[src/rtl/dpram_pingpong_pkg.sv]
// Shared types and default parameters for the ping-pong DPRAM controller.
package dpram_pingpong_pkg;

    localparam int unsigned DPRAM_DW      = 32;
    localparam int unsigned DPRAM_AW      = 9;
    localparam int unsigned DPRAM_N_DELAY = 1;

    typedef enum logic [1:0] {
        R_IDLE,
        R_READ,
        R_DRAIN
    } rd_state_e;

endpackage

[src/rtl/dpram_pingpong_ctrl_if.sv]
// Write-stream, read-control, DPRAM and status signals of the ping-pong controller.
interface dpram_pingpong_ctrl_if
    import dpram_pingpong_pkg::*;
#(
    parameter int unsigned DW = DPRAM_DW,
    parameter int unsigned AW = DPRAM_AW
);

    logic          wr_valid;
    logic          wr_ready;
    logic [DW-1:0] wr_data;

    logic          rd_start;
    logic          rd_busy;
    logic          rd_valid;
    logic [DW-1:0] rd_data;
    logic          rd_last;

    logic          ram_ena;
    logic          ram_wea;
    logic [AW-1:0] ram_addra;
    logic [DW-1:0] ram_dia;
    logic          ram_enb;
    logic [AW-1:0] ram_addrb;
    logic [DW-1:0] ram_dob;

    logic [1:0]    bank_full;

    // Controller side.
    modport slave (
        input  wr_valid, wr_data, rd_start, ram_dob,
        output wr_ready, rd_busy, rd_valid, rd_data, rd_last,
        output ram_ena, ram_wea, ram_addra, ram_dia, ram_enb, ram_addrb, bank_full
    );

    // Producer / consumer / RAM side.
    modport master (
        output wr_valid, wr_data, rd_start, ram_dob,
        input  wr_ready, rd_busy, rd_valid, rd_data, rd_last,
        input  ram_ena, ram_wea, ram_addra, ram_dia, ram_enb, ram_addrb, bank_full
    );

endinterface

[src/rtl/dpram_bank_ptr.sv]
// Wrapping word pointer for one DPRAM bank; tc_o flags the last word of the bank.
module dpram_bank_ptr #(
    parameter int unsigned Depth = 4
) (
    input  logic                     clk,
    input  logic                     rst,
    input  logic                     inc_i,
    output logic [$clog2(Depth)-1:0] ptr_o,
    output logic                     tc_o
);

    localparam int unsigned PtrW = $clog2(Depth);

    logic [PtrW-1:0] ptr_q, ptr_d;

    always_comb begin
        tc_o  = (ptr_q == PtrW'(Depth - 1));
        ptr_d = ptr_q;
        if (inc_i) begin
            ptr_d = tc_o ? '0 : ptr_q + 1'b1;
        end
    end

    always_ff @(posedge clk) begin
        if (rst) begin
            ptr_q <= '0;
        end else begin
            ptr_q <= ptr_d;
        end
    end

    assign ptr_o = ptr_q;

endmodule

[src/rtl/dpram_pingpong_ctrl.sv]
// Ping-pong bank controller: fills one DPRAM half while the other is read out.
// Optional DPRAM_PINGPONG_REPEAT_EN adds cfg_rd_repeat for multi-pass bank reads.
module dpram_pingpong_ctrl
    import dpram_pingpong_pkg::*;
#(
    parameter int unsigned DW      = DPRAM_DW,
    parameter int unsigned AW      = DPRAM_AW,
    parameter int unsigned N_DELAY = DPRAM_N_DELAY
) (
    input  logic       clk,
    input  logic       rst,
`ifdef DPRAM_PINGPONG_REPEAT_EN
    input  logic [3:0] cfg_rd_repeat,
`endif
    dpram_pingpong_ctrl_if.slave bus
);

    localparam int unsigned BANK_DEPTH = 2 ** (AW - 1);
    localparam int unsigned PW         = AW - 1;
    localparam int unsigned DCW        = (N_DELAY > 1) ? $clog2(N_DELAY) : 1;

    rd_state_e        state_q, state_d;
    logic [1:0]       bank_full_q, bank_full_d;
    logic             wr_bank_q, wr_bank_d;
    logic             rd_bank_q, rd_bank_d;
    logic [DCW-1:0]   drain_cnt_q, drain_cnt_d;
    logic [N_DELAY-1:0] vld_pipe_q, vld_pipe_d;
    logic [N_DELAY-1:0] last_pipe_q, last_pipe_d;

    logic [PW-1:0] wr_ptr, rd_ptr;
    logic          wr_tc, rd_tc;
    logic          wr_ready, wr_fire, wr_wrap;
    logic          rd_accept, rd_issue, ram_enb, drain_done, more_passes;

    dpram_bank_ptr #(
        .Depth (BANK_DEPTH)
    ) u_wr_ptr (
        .clk   (clk),
        .rst   (rst),
        .inc_i (wr_fire),
        .ptr_o (wr_ptr),
        .tc_o  (wr_tc)
    );

    dpram_bank_ptr #(
        .Depth (BANK_DEPTH)
    ) u_rd_ptr (
        .clk   (clk),
        .rst   (rst),
        .inc_i (rd_issue),
        .ptr_o (rd_ptr),
        .tc_o  (rd_tc)
    );

    assign wr_ready   = ~rst & ~bank_full_q[wr_bank_q];
    assign wr_fire    = bus.wr_valid & wr_ready;
    assign wr_wrap    = wr_fire & wr_tc;
    assign rd_accept  = (state_q == R_IDLE) & bus.rd_start & bank_full_q[rd_bank_q];
    assign drain_done = (state_q == R_DRAIN) & (drain_cnt_q == DCW'(N_DELAY - 1));

`ifdef DPRAM_PINGPONG_REPEAT_EN
    // Remaining extra passes over the current bank after the one in flight.
    logic [3:0] pass_cnt_q, pass_cnt_d;

    always_comb begin
        pass_cnt_d = pass_cnt_q;
        if (rd_accept) begin
            pass_cnt_d = cfg_rd_repeat;
        end else if (rd_issue && rd_tc && (pass_cnt_q != 4'd0)) begin
            pass_cnt_d = pass_cnt_q - 4'd1;
        end
    end

    always_ff @(posedge clk) begin
        if (rst) begin
            pass_cnt_q <= 4'd0;
        end else begin
            pass_cnt_q <= pass_cnt_d;
        end
    end

    assign more_passes = (pass_cnt_q != 4'd0);
`else
    assign more_passes = 1'b0;
`endif

    // Read FSM: state register.
    always_ff @(posedge clk) begin
        if (rst) begin
            state_q <= R_IDLE;
        end else begin
            state_q <= state_d;
        end
    end

    // Read FSM: next state.
    always_comb begin
        state_d = state_q;
        case (state_q)
            R_IDLE:  if (rd_accept) state_d = R_READ;
            R_READ:  if (rd_tc && !more_passes) state_d = R_DRAIN;
            R_DRAIN: if (drain_done) state_d = R_IDLE;
            default: state_d = R_IDLE;
        endcase
    end

    // Read FSM: outputs. Everything is forced low while rst is held.
    always_comb begin
        rd_issue      = (state_q == R_READ);
        ram_enb       = rd_issue & ~rst;
        bus.rd_busy   = (state_q != R_IDLE) & ~rst;
        bus.ram_enb   = ram_enb;
        bus.ram_addrb = ram_enb ? {rd_bank_q, rd_ptr} : '0;
        bus.rd_valid  = vld_pipe_q[N_DELAY-1] & ~rst;
        bus.rd_last   = last_pipe_q[N_DELAY-1] & vld_pipe_q[N_DELAY-1] & ~rst;
        bus.rd_data   = bus.rd_valid ? bus.ram_dob : '0;
    end

    always_comb begin
        bus.wr_ready  = wr_ready;
        bus.ram_ena   = wr_fire;
        bus.ram_wea   = wr_fire;
        bus.ram_addra = wr_fire ? {wr_bank_q, wr_ptr} : '0;
        bus.ram_dia   = wr_fire ? bus.wr_data : '0;
        bus.bank_full = rst ? 2'b00 : bank_full_q;
    end

    // Bank bookkeeping. The writer only ever fills an empty bank and the reader only
    // releases a full one, so set and clear never target the same bit.
    always_comb begin
        bank_full_d = bank_full_q;
        if (wr_wrap) bank_full_d[wr_bank_q] = 1'b1;
        if (drain_done) bank_full_d[rd_bank_q] = 1'b0;
        wr_bank_d   = wr_bank_q ^ wr_wrap;
        rd_bank_d   = rd_bank_q ^ drain_done;
        drain_cnt_d = ((state_q == R_DRAIN) && !drain_done) ? drain_cnt_q + DCW'(1) : '0;

        vld_pipe_d     = vld_pipe_q;
        last_pipe_d    = last_pipe_q;
        vld_pipe_d[0]  = ram_enb;
        last_pipe_d[0] = ram_enb & rd_tc;
        for (int i = 1; i < N_DELAY; i++) begin
            vld_pipe_d[i]  = vld_pipe_q[i-1];
            last_pipe_d[i] = last_pipe_q[i-1];
        end
    end

    always_ff @(posedge clk) begin
        if (rst) begin
            bank_full_q <= 2'b00;
            wr_bank_q   <= 1'b0;
            rd_bank_q   <= 1'b0;
            drain_cnt_q <= '0;
            vld_pipe_q  <= '0;
            last_pipe_q <= '0;
        end else begin
            bank_full_q <= bank_full_d;
            wr_bank_q   <= wr_bank_d;
            rd_bank_q   <= rd_bank_d;
            drain_cnt_q <= drain_cnt_d;
            vld_pipe_q  <= vld_pipe_d;
            last_pipe_q <= last_pipe_d;
        end
    end

endmodule

[src/flat_wrapper.sv]
// flat-port wrapper written by rule: the top's interface ports become plain ports
module dpram_pingpong_ctrl_flat import dpram_pingpong_pkg::*;
#(
    parameter int unsigned DW      = DPRAM_DW,
    parameter int unsigned AW      = DPRAM_AW,
    parameter int unsigned N_DELAY = DPRAM_N_DELAY
)
  (clk, rst, bus_wr_valid, bus_wr_data, bus_rd_start, bus_ram_dob, bus_wr_ready, bus_rd_busy, bus_rd_valid, bus_rd_data, bus_rd_last, bus_ram_ena, bus_ram_wea, bus_ram_addra, bus_ram_dia, bus_ram_enb, bus_ram_addrb, bus_bank_full);
  dpram_pingpong_ctrl_if #(.DW(DW), .AW(AW)) bus_i ();
  input  logic clk;
  input  logic rst;
  input wire logic [$bits(bus_i.wr_valid)-1:0] bus_wr_valid;
  input wire logic [$bits(bus_i.wr_data)-1:0] bus_wr_data;
  input wire logic [$bits(bus_i.rd_start)-1:0] bus_rd_start;
  input wire logic [$bits(bus_i.ram_dob)-1:0] bus_ram_dob;
  output wire logic [$bits(bus_i.wr_ready)-1:0] bus_wr_ready;
  output wire logic [$bits(bus_i.rd_busy)-1:0] bus_rd_busy;
  output wire logic [$bits(bus_i.rd_valid)-1:0] bus_rd_valid;
  output wire logic [$bits(bus_i.rd_data)-1:0] bus_rd_data;
  output wire logic [$bits(bus_i.rd_last)-1:0] bus_rd_last;
  output wire logic [$bits(bus_i.ram_ena)-1:0] bus_ram_ena;
  output wire logic [$bits(bus_i.ram_wea)-1:0] bus_ram_wea;
  output wire logic [$bits(bus_i.ram_addra)-1:0] bus_ram_addra;
  output wire logic [$bits(bus_i.ram_dia)-1:0] bus_ram_dia;
  output wire logic [$bits(bus_i.ram_enb)-1:0] bus_ram_enb;
  output wire logic [$bits(bus_i.ram_addrb)-1:0] bus_ram_addrb;
  output wire logic [$bits(bus_i.bank_full)-1:0] bus_bank_full;
  assign bus_i.wr_valid = bus_wr_valid;
  assign bus_i.wr_data = bus_wr_data;
  assign bus_i.rd_start = bus_rd_start;
  assign bus_i.ram_dob = bus_ram_dob;
  assign bus_wr_ready = bus_i.wr_ready;
  assign bus_rd_busy = bus_i.rd_busy;
  assign bus_rd_valid = bus_i.rd_valid;
  assign bus_rd_data = bus_i.rd_data;
  assign bus_rd_last = bus_i.rd_last;
  assign bus_ram_ena = bus_i.ram_ena;
  assign bus_ram_wea = bus_i.ram_wea;
  assign bus_ram_addra = bus_i.ram_addra;
  assign bus_ram_dia = bus_i.ram_dia;
  assign bus_ram_enb = bus_i.ram_enb;
  assign bus_ram_addrb = bus_i.ram_addrb;
  assign bus_bank_full = bus_i.bank_full;
  dpram_pingpong_ctrl #(.DW(DW), .AW(AW), .N_DELAY(N_DELAY)) u_core (.clk(clk), .rst(rst), .bus(bus_i));
endmodule
[config.mk]
export PLATFORM = sky130hd
export DESIGN_NAME = dpram_pingpong_ctrl_flat
export DESIGN_NICKNAME = d
export VERILOG_FILES = /design/src/rtl/dpram_pingpong_pkg.sv /design/src/rtl/dpram_pingpong_ctrl_if.sv /design/src/rtl/dpram_bank_ptr.sv /design/src/rtl/dpram_pingpong_ctrl.sv /design/src/flat_wrapper.sv
export SDC_FILE = /design/constraint.sdc
export NUM_CORES = 1
export LEC_CHECK = 0
export BUFFER_PORTS_ARGS = -buffer_cell sky130_fd_sc_hd__clkbuf_2
export CORE_UTILIZATION = 40
export CTS_CLUSTER_SIZE = 8
export DETAILED_ROUTE_END_ITERATION = 6
export HOLD_SLACK_MARGIN = 0.02
export PLACE_DENSITY_LB_ADDON = 0.2
export SETUP_SLACK_MARGIN = 0.02
export SLEW_MARGIN = 20
export SYNTH_ARGS = -nofsm -noshare
export SYNTH_HDL_FRONTEND = slang
export SYNTH_SLANG_ARGS = --single-unit
[constraint.sdc]
create_clock -name clk -period 3 [get_ports clk]
set_clock_uncertainty 0.1 [all_clocks]
set_input_delay 0.6 -clock clk [delete_from_list [all_inputs] [get_ports clk]]
set_output_delay 0.6 -clock clk [all_outputs]
set_load 0.01 [all_outputs]
Word-level counts from Yosys, hierarchy flattened
Cells that the tools add are included.

$lt $le $gt $ge: 4. Add/subtract/negate cells: 3. Multiply operators: 0. Multiplexer cells: 21. Reductions and logical operators: 8. Div/mod/pow operators: 0. Shifts and indexed selects: 0. Bitwise gates (word level): 21. Equal/unequal tests: 7.

Operators with widths (number): two-way mux 32 bit (2); two-way mux 9 bit (2); adder 8 x 1 -> 8 bit (second input constant) (2); == test 8 bit (second input constant) (2); two-way mux 8 bit (2); bitwise AND 1 bit (12); two-way mux 2 bit (6); two-way mux 1 bit (6); inequality test 2 x 1 -> 1 bit (second input constant) (3); case mux 2 bit (3 select lines) (1); < comparator 1 x 2 -> 1 bit (second input constant) (2); inverter 1 bit (4); logical AND 1 bit (3); AND reduction 3 bit (1); bitwise AND 2 bit (1); demux 1 bit (select 1 bit) (2); == test 2 x 1 -> 1 bit (second input constant) (1); == test 2 bit (second input constant) (1); >= comparator 1 bit (second input constant) (2); zero test 2 bit (1); inverter 2 bit (1); bitwise OR 2 bit (1); nonzero test 2 bit (1); OR reduction 2 bit (1); other kinds (3) (4).

Word-level logic and storage cells: 73. Bits in read-only memories: 0. Bits in latches: 0. Memory bits (writable): 0. Memories kept: 0. Register bits after elaboration: 25.

Logic depth before layout (Yosys ltp)
Depth after elaboration: 9. Mapped depth: 6. Depth with buffers taken out: 5.

Modules after synthesis
Synthesis repeated with hierarchy kept, for this count alone.

Cells, all modules: 273. Area total of the unflattened synthesis: 2114.5 um2.

Modules (own cells, without submodules): dpram_pingpong_ctrl (cells each 187, instances 1, area each 1363.8 um2, sequential area each 180.2 um2); dpram_bank_ptr (cells each 43, instances 2, area each 375.4 um2, sequential area each 160.2 um2).

Least setup slack after synthesis
OpenSTA, ideal clock, no wires.

Kind: input to output. From: input port rst. To: output port bus_rd_data[22]. Arrival time: 1325 ps. Slack: 975 ps. Stages: 3. Cell sequence: nor2b_1 -> clkbuf_1 -> and2_1.

Word-level cells in the longest chain between the ends: 3.

Ends and longest elaborated chain: from (decl) (RTL line flat_wrapper.sv:11) `input logic rst;`; inverter 1 bit (RTL line dpram_pingpong_ctrl.sv:114) `bus.rd_valid = vld_pipe_q[N_DELAY-1] & ~rst;`; bitwise AND 1 bit (RTL line dpram_pingpong_ctrl.sv:114); via bus_rd_valid (RTL line flat_wrapper.sv:18) `output wire logic [$bits(bus_i.rd_valid)-1:0] bus_rd_valid;`; two-way mux 32 bit (RTL line dpram_pingpong_ctrl.sv:116) `bus.rd_data = bus.rd_valid ? bus.ram_dob : '0;`; to (decl) (RTL line flat_wrapper.sv:19) `output wire logic [$bits(bus_i.rd_data)-1:0] bus_rd_data;`.

The timed path passes the listed nets, and every way through them passes these cells.

Worst setup path in the final report
From: register u_core.wr_bank_q. To: output port bus_ram_addra[5].

Word-level cells in the longest chain between the ends: 6.

Ends and longest elaborated chain: from (decl) (RTL line dpram_pingpong_ctrl.sv:24) `logic wr_bank_q, wr_bank_d;`; from (signal assigned) (RTL line dpram_pingpong_ctrl.sv:158) `wr_bank_q <= wr_bank_d;`; two-way mux 1 bit (not written as such) (2 in series) (RTL line dpram_pingpong_ctrl.sv:55) `assign wr_ready = ~rst & ~bank_full_q[wr_bank_q];`; inverter 1 bit (RTL line dpram_pingpong_ctrl.sv:55); bitwise AND 1 bit (RTL line dpram_pingpong_ctrl.sv:55); bitwise AND 1 bit (RTL line dpram_pingpong_ctrl.sv:56) `assign wr_fire = bus.wr_valid & wr_ready;`; two-way mux 9 bit (RTL line dpram_pingpong_ctrl.sv:123) `bus.ram_addra = wr_fire ? {wr_bank_q, wr_ptr} : '0;`; to (decl) (RTL line flat_wrapper.sv:23) `output wire logic [$bits(bus_i.ram_addra)-1:0] bus_ram_addra;`.

Every way passes these cells. The select of a mux whose other input is x is not followed.

==> impl_metrics.py <==
metrics = {
    "detailed_routing": {
        "vias": 2089,
        "drt_first_pass_iters": 4,
        "drc": 0,
        "drt_iter0_markers": 79,
        "post_drt_wl_per_cell_um": 11.8,
        "ant_nets": 0,
        "totalWireLength_um": 5040,
        "post_drt_via_cell_ratio": 4.90,
    },
    "cts": {
        "cts_tree": "yes",
        "h-tree-depth": 1,
        "post_cts_buffers": 0,
        "cts_buffer_depth": 2,
        "clk_latency_ns": 0.26,
        "clockRootBuffer": "clkbuf_8",
        "cts_buffers": 3,
        "cts.clk_slew.worst_paths_ns": 0.08,
        "clock_sinks": 25,
        "hold_buffers": 0,
        "ctsResizeCount": 0,
    },
    "place": {
        "gp_congestion": 0.786,
        "hpwl_um": 3970,
        "io_buffers": 158,
        "dp.cells": 422,
    },
    "critical_path": {
        "worst_setup_path_start_kind": "flop",
        "crit_end": "bus_ram_addra[5]",
        "worstSetupPathDepth": 4,
        "cp.buffers_inverters": 2,
        "arrival_ns": 1.86,
        "cpMaxStageDelayCell": "mux2i_2",
        "reg2reg_slack_ns": 0.80,
        "cp_cell_sequence": "mux2i_2 > buf_12 > and3_1 > clkbuf_2",
        "r2r-start": "u_core.wr_bank_q",
        "worstReg2RegEnd": "u_core.u_wr_ptr.ptr_o[7]",
        "crit_required_ns": 2.30,
        "crit_fanout": 36,
        "reg2regPathDepth": 4,
        "crit_type": "flop to primary output",
        "crit_start": "u_core.wr_bank_q",
        "cp_top_family": "multiplexers",
        "crit_path_max_incr_delay_ns": 0.62,
        "critPathCaptureType": "primary output",
    },
    "synthesis": {
        "syn_area_per_cell_sq_um": 7.45,
        "ys_seq_area_frac": 0.292,
        "synth_xor_area_frac": 0.0409,
        "muxShareOfSynthArea": 0.0175,
        "syn-num-nets": 300,
        "yosysUniqueCellTypes": 35,
        "yosys_most_used_dff": "dfxtp_1",
        "ys_ff_latch": 25,
        "netlist_instances": 230,
        "yosysTopAreaCell": "dfxtp_1",
        "synth_area_sq_mm": 0.00171,
        "synth-simple-area-share": 0.499,
        "ys_warn_count": 0,
        "synth_compound_area_frac": 0.0781,
        "synth_area_leaders": "dfxtp_1 (29%), and3_1 (16%), and2_1 (15%)",
        "synth-edff-count": 0,
        "synth_top_area_frac": 0.292,
        "synth_top_family_by_area": "simple AND/OR/NAND/NOR gates",
        "synth-adder-area-share": 0.0146,
        "synth-async-reset-ratio": 0,
    },
    "floorplan": {
        "core_region_area_sq_mm": 0.00406,
        "die_w_um": 67.5,
        "fp.dieH_um": 67.5,
        "ioPinCount": 159,
        "start_util": 0.422,
        "die_area_sq_mm": 0.00455,
        "row_count": 23,
    },
    "layout": {
        "drive_above_1_share": 0.449,
        "nets": 447,
        "antennaDiodeCount": 0,
        "layout_commonest_cell": "clkbuf_2",
        "layoutNonFillerInstCount": 426,
        "syn_to_final_growth_pct": 50.3,
        "layout_common_cells": "clkbuf_2 (158), and3_1 (43), and2_1 (42), dfxtp_1 (25), nor2_1 (15)",
        "n_fill_cell": 394,
    },
    "timing": {
        "rsz0062_at_grt": "no",
        "fmax_mhz": 391,
        "worst_pin_slew_ns": 0.661,
        "finalSetupTns_ns": 0,
        "finalCriticalPeriod_ns": 2.56,
        "fin_crit_sh": 0.852,
        "drv_slew": 0,
        "final-setup-viol-count": 0,
        "hold_viol": 0,
        "slew_headroom": 0.550,
    },
    "global_route": {
        "grt_overflow": 0,
        "grt_pass1_vias": 1671,
        "antenna_found_initial": 0,
        "grt_start_max_net_pins": 47,
        "grt_pass1_wl_um": 7370,
        "grt_usage": 0.206,
    },
    "power_and_ir_drop": {
        "vdd_ir_drop_max_v": 0.000333,
        "p_sw_w": 0.000147,
        "power.share.clock": 0.305,
        "intPower_w": 0.000485,
        "switching_share": 0.232,
        "p_leak_nw": 1.48,
        "p_per_area_mw_per_mm2": 245,
        "power_w": 0.000631,
        "seq_power_share": 0.533,
        "combPwrFrac": 0.162,
    },
    "worst_hold_path": {
        "hold_path_class": "flop to flop",
    },
    "job": {
        "cap_viol_max_count": 0,
    },
    "run_status": {
        "outcome": "complete, no violations",
    },
}
[worst min path at each step]
stage                                   startpoint                       end  slack [ns]  cells after the start
after detailed placement  u_core.u_rd_ptr.ptr_o[1]  u_core.u_rd_ptr.ptr_o[1]        0.39                      2
final                     u_core.u_rd_ptr.ptr_o[1]  u_core.u_rd_ptr.ptr_o[1]        0.40                      2
after global placement    u_core.u_rd_ptr.ptr_o[1]  u_core.u_rd_ptr.ptr_o[1]        0.39                      2
after floorplan           u_core.u_rd_ptr.ptr_o[7]  u_core.u_rd_ptr.ptr_o[7]        0.36                      2
after CTS                 u_core.u_rd_ptr.ptr_o[1]  u_core.u_rd_ptr.ptr_o[1]        0.40                      2
after global routing      u_core.u_rd_ptr.ptr_o[1]  u_core.u_rd_ptr.ptr_o[1]        0.45                      2
[layer usage]
| layer | vias up | share of wire | global-route usage |
|---|---|---|---|
| li1 | 1079 | - | - |
| met1 | 930 | 0.41 | 0.234 |
| met2 | 76 | 0.50 | 0.391 |
| met3 | 4 | 0.073 | 0.0473 |
| met4 | 0 | 0.0089 | 0.0266 |
| met5 | - | 0 | 0 |
[Yosys cell counts, drive strengths merged (5+ instances only)]
library cell  number
nand2             12
and2              42
dfxtp             25
clkbuf            16
nand3              7
and3              43
nor2              15
xor2               6
nor3               6
nand4              5
nor2b              6
a21oi              9
[area by class of cell]
class	instances	area [sq um]	share of cell area
inverter	3	11.3	0.00437
sequential	25	500	0.194
multi-input combinational	182	1120	0.436
clock buffer	4	45.0	0.0175
timing repair buffer	162	833	0.323
tap	50	62.6	0.0243
[sequential cells by signal (all words and copies together) (netlist names)]
name                   flops
u_core.rd_bank_q           1
u_core.bank_full_q         2
u_core.drain_cnt_q         1
u_core.last_pipe_q         1
u_core.u_wr_ptr.ptr_o      8
u_core.state_q             2
u_core.wr_bank_q           1
u_core.u_rd_ptr.ptr_o      8
u_core.vld_pipe_q          1
[power by group through the flow]
stage	Clock [W]	Combinational [W]	Sequential [W]
after CTS	0.000198	0.000103	0.000336
after floorplan	0	0.0000423	0.000343
final	0.000192	0.000103	0.000336
after detailed placement	0	0.000103	0.000344
after global routing	0.000210	0.000113	0.000337
after global placement	0	0.000101	0.000344
[cell families (layout without fill, tap and decap cells)]
family                     Yosys count  after routing
muxes                                3              3
other                                1              1
xor gates and xnor gates             8              8
buffers and inverters               23            169
AOI/OAI and AO/OA                   20             20
adders and majority gates            2              2
and+or+nand+nor                    148            148
DFF                                 25             25
[worst min-delay path: cells and delay by family (launching register included)]
family,cells,cell delay (ns)
flip-flops,1,0.34
AO/OA/AOI/OAI,1,0.05
AND/OR/NAND/NOR,1,0.06
[metrics by stage]
| step | instance area, sq um | utilization | hold slack [ns] | worst slack (ns) |
|---|---|---|---|---|
| CTS | 2580 | 0.635 | 0.401 | 0.444 |
| floorplan | 1710 | - | 0.356 | 0.975 |
| detailed placement | 2530 | 0.624 | 0.390 | 0.634 |
| finish | 2580 | 0.635 | 0.401 | 0.443 |
| global placement | 2530 | 0.624 | 0.389 | 0.675 |
| global route | 2580 | 0.635 | 0.449 | 0.325 |
Power figures use the tool's default switching activity.
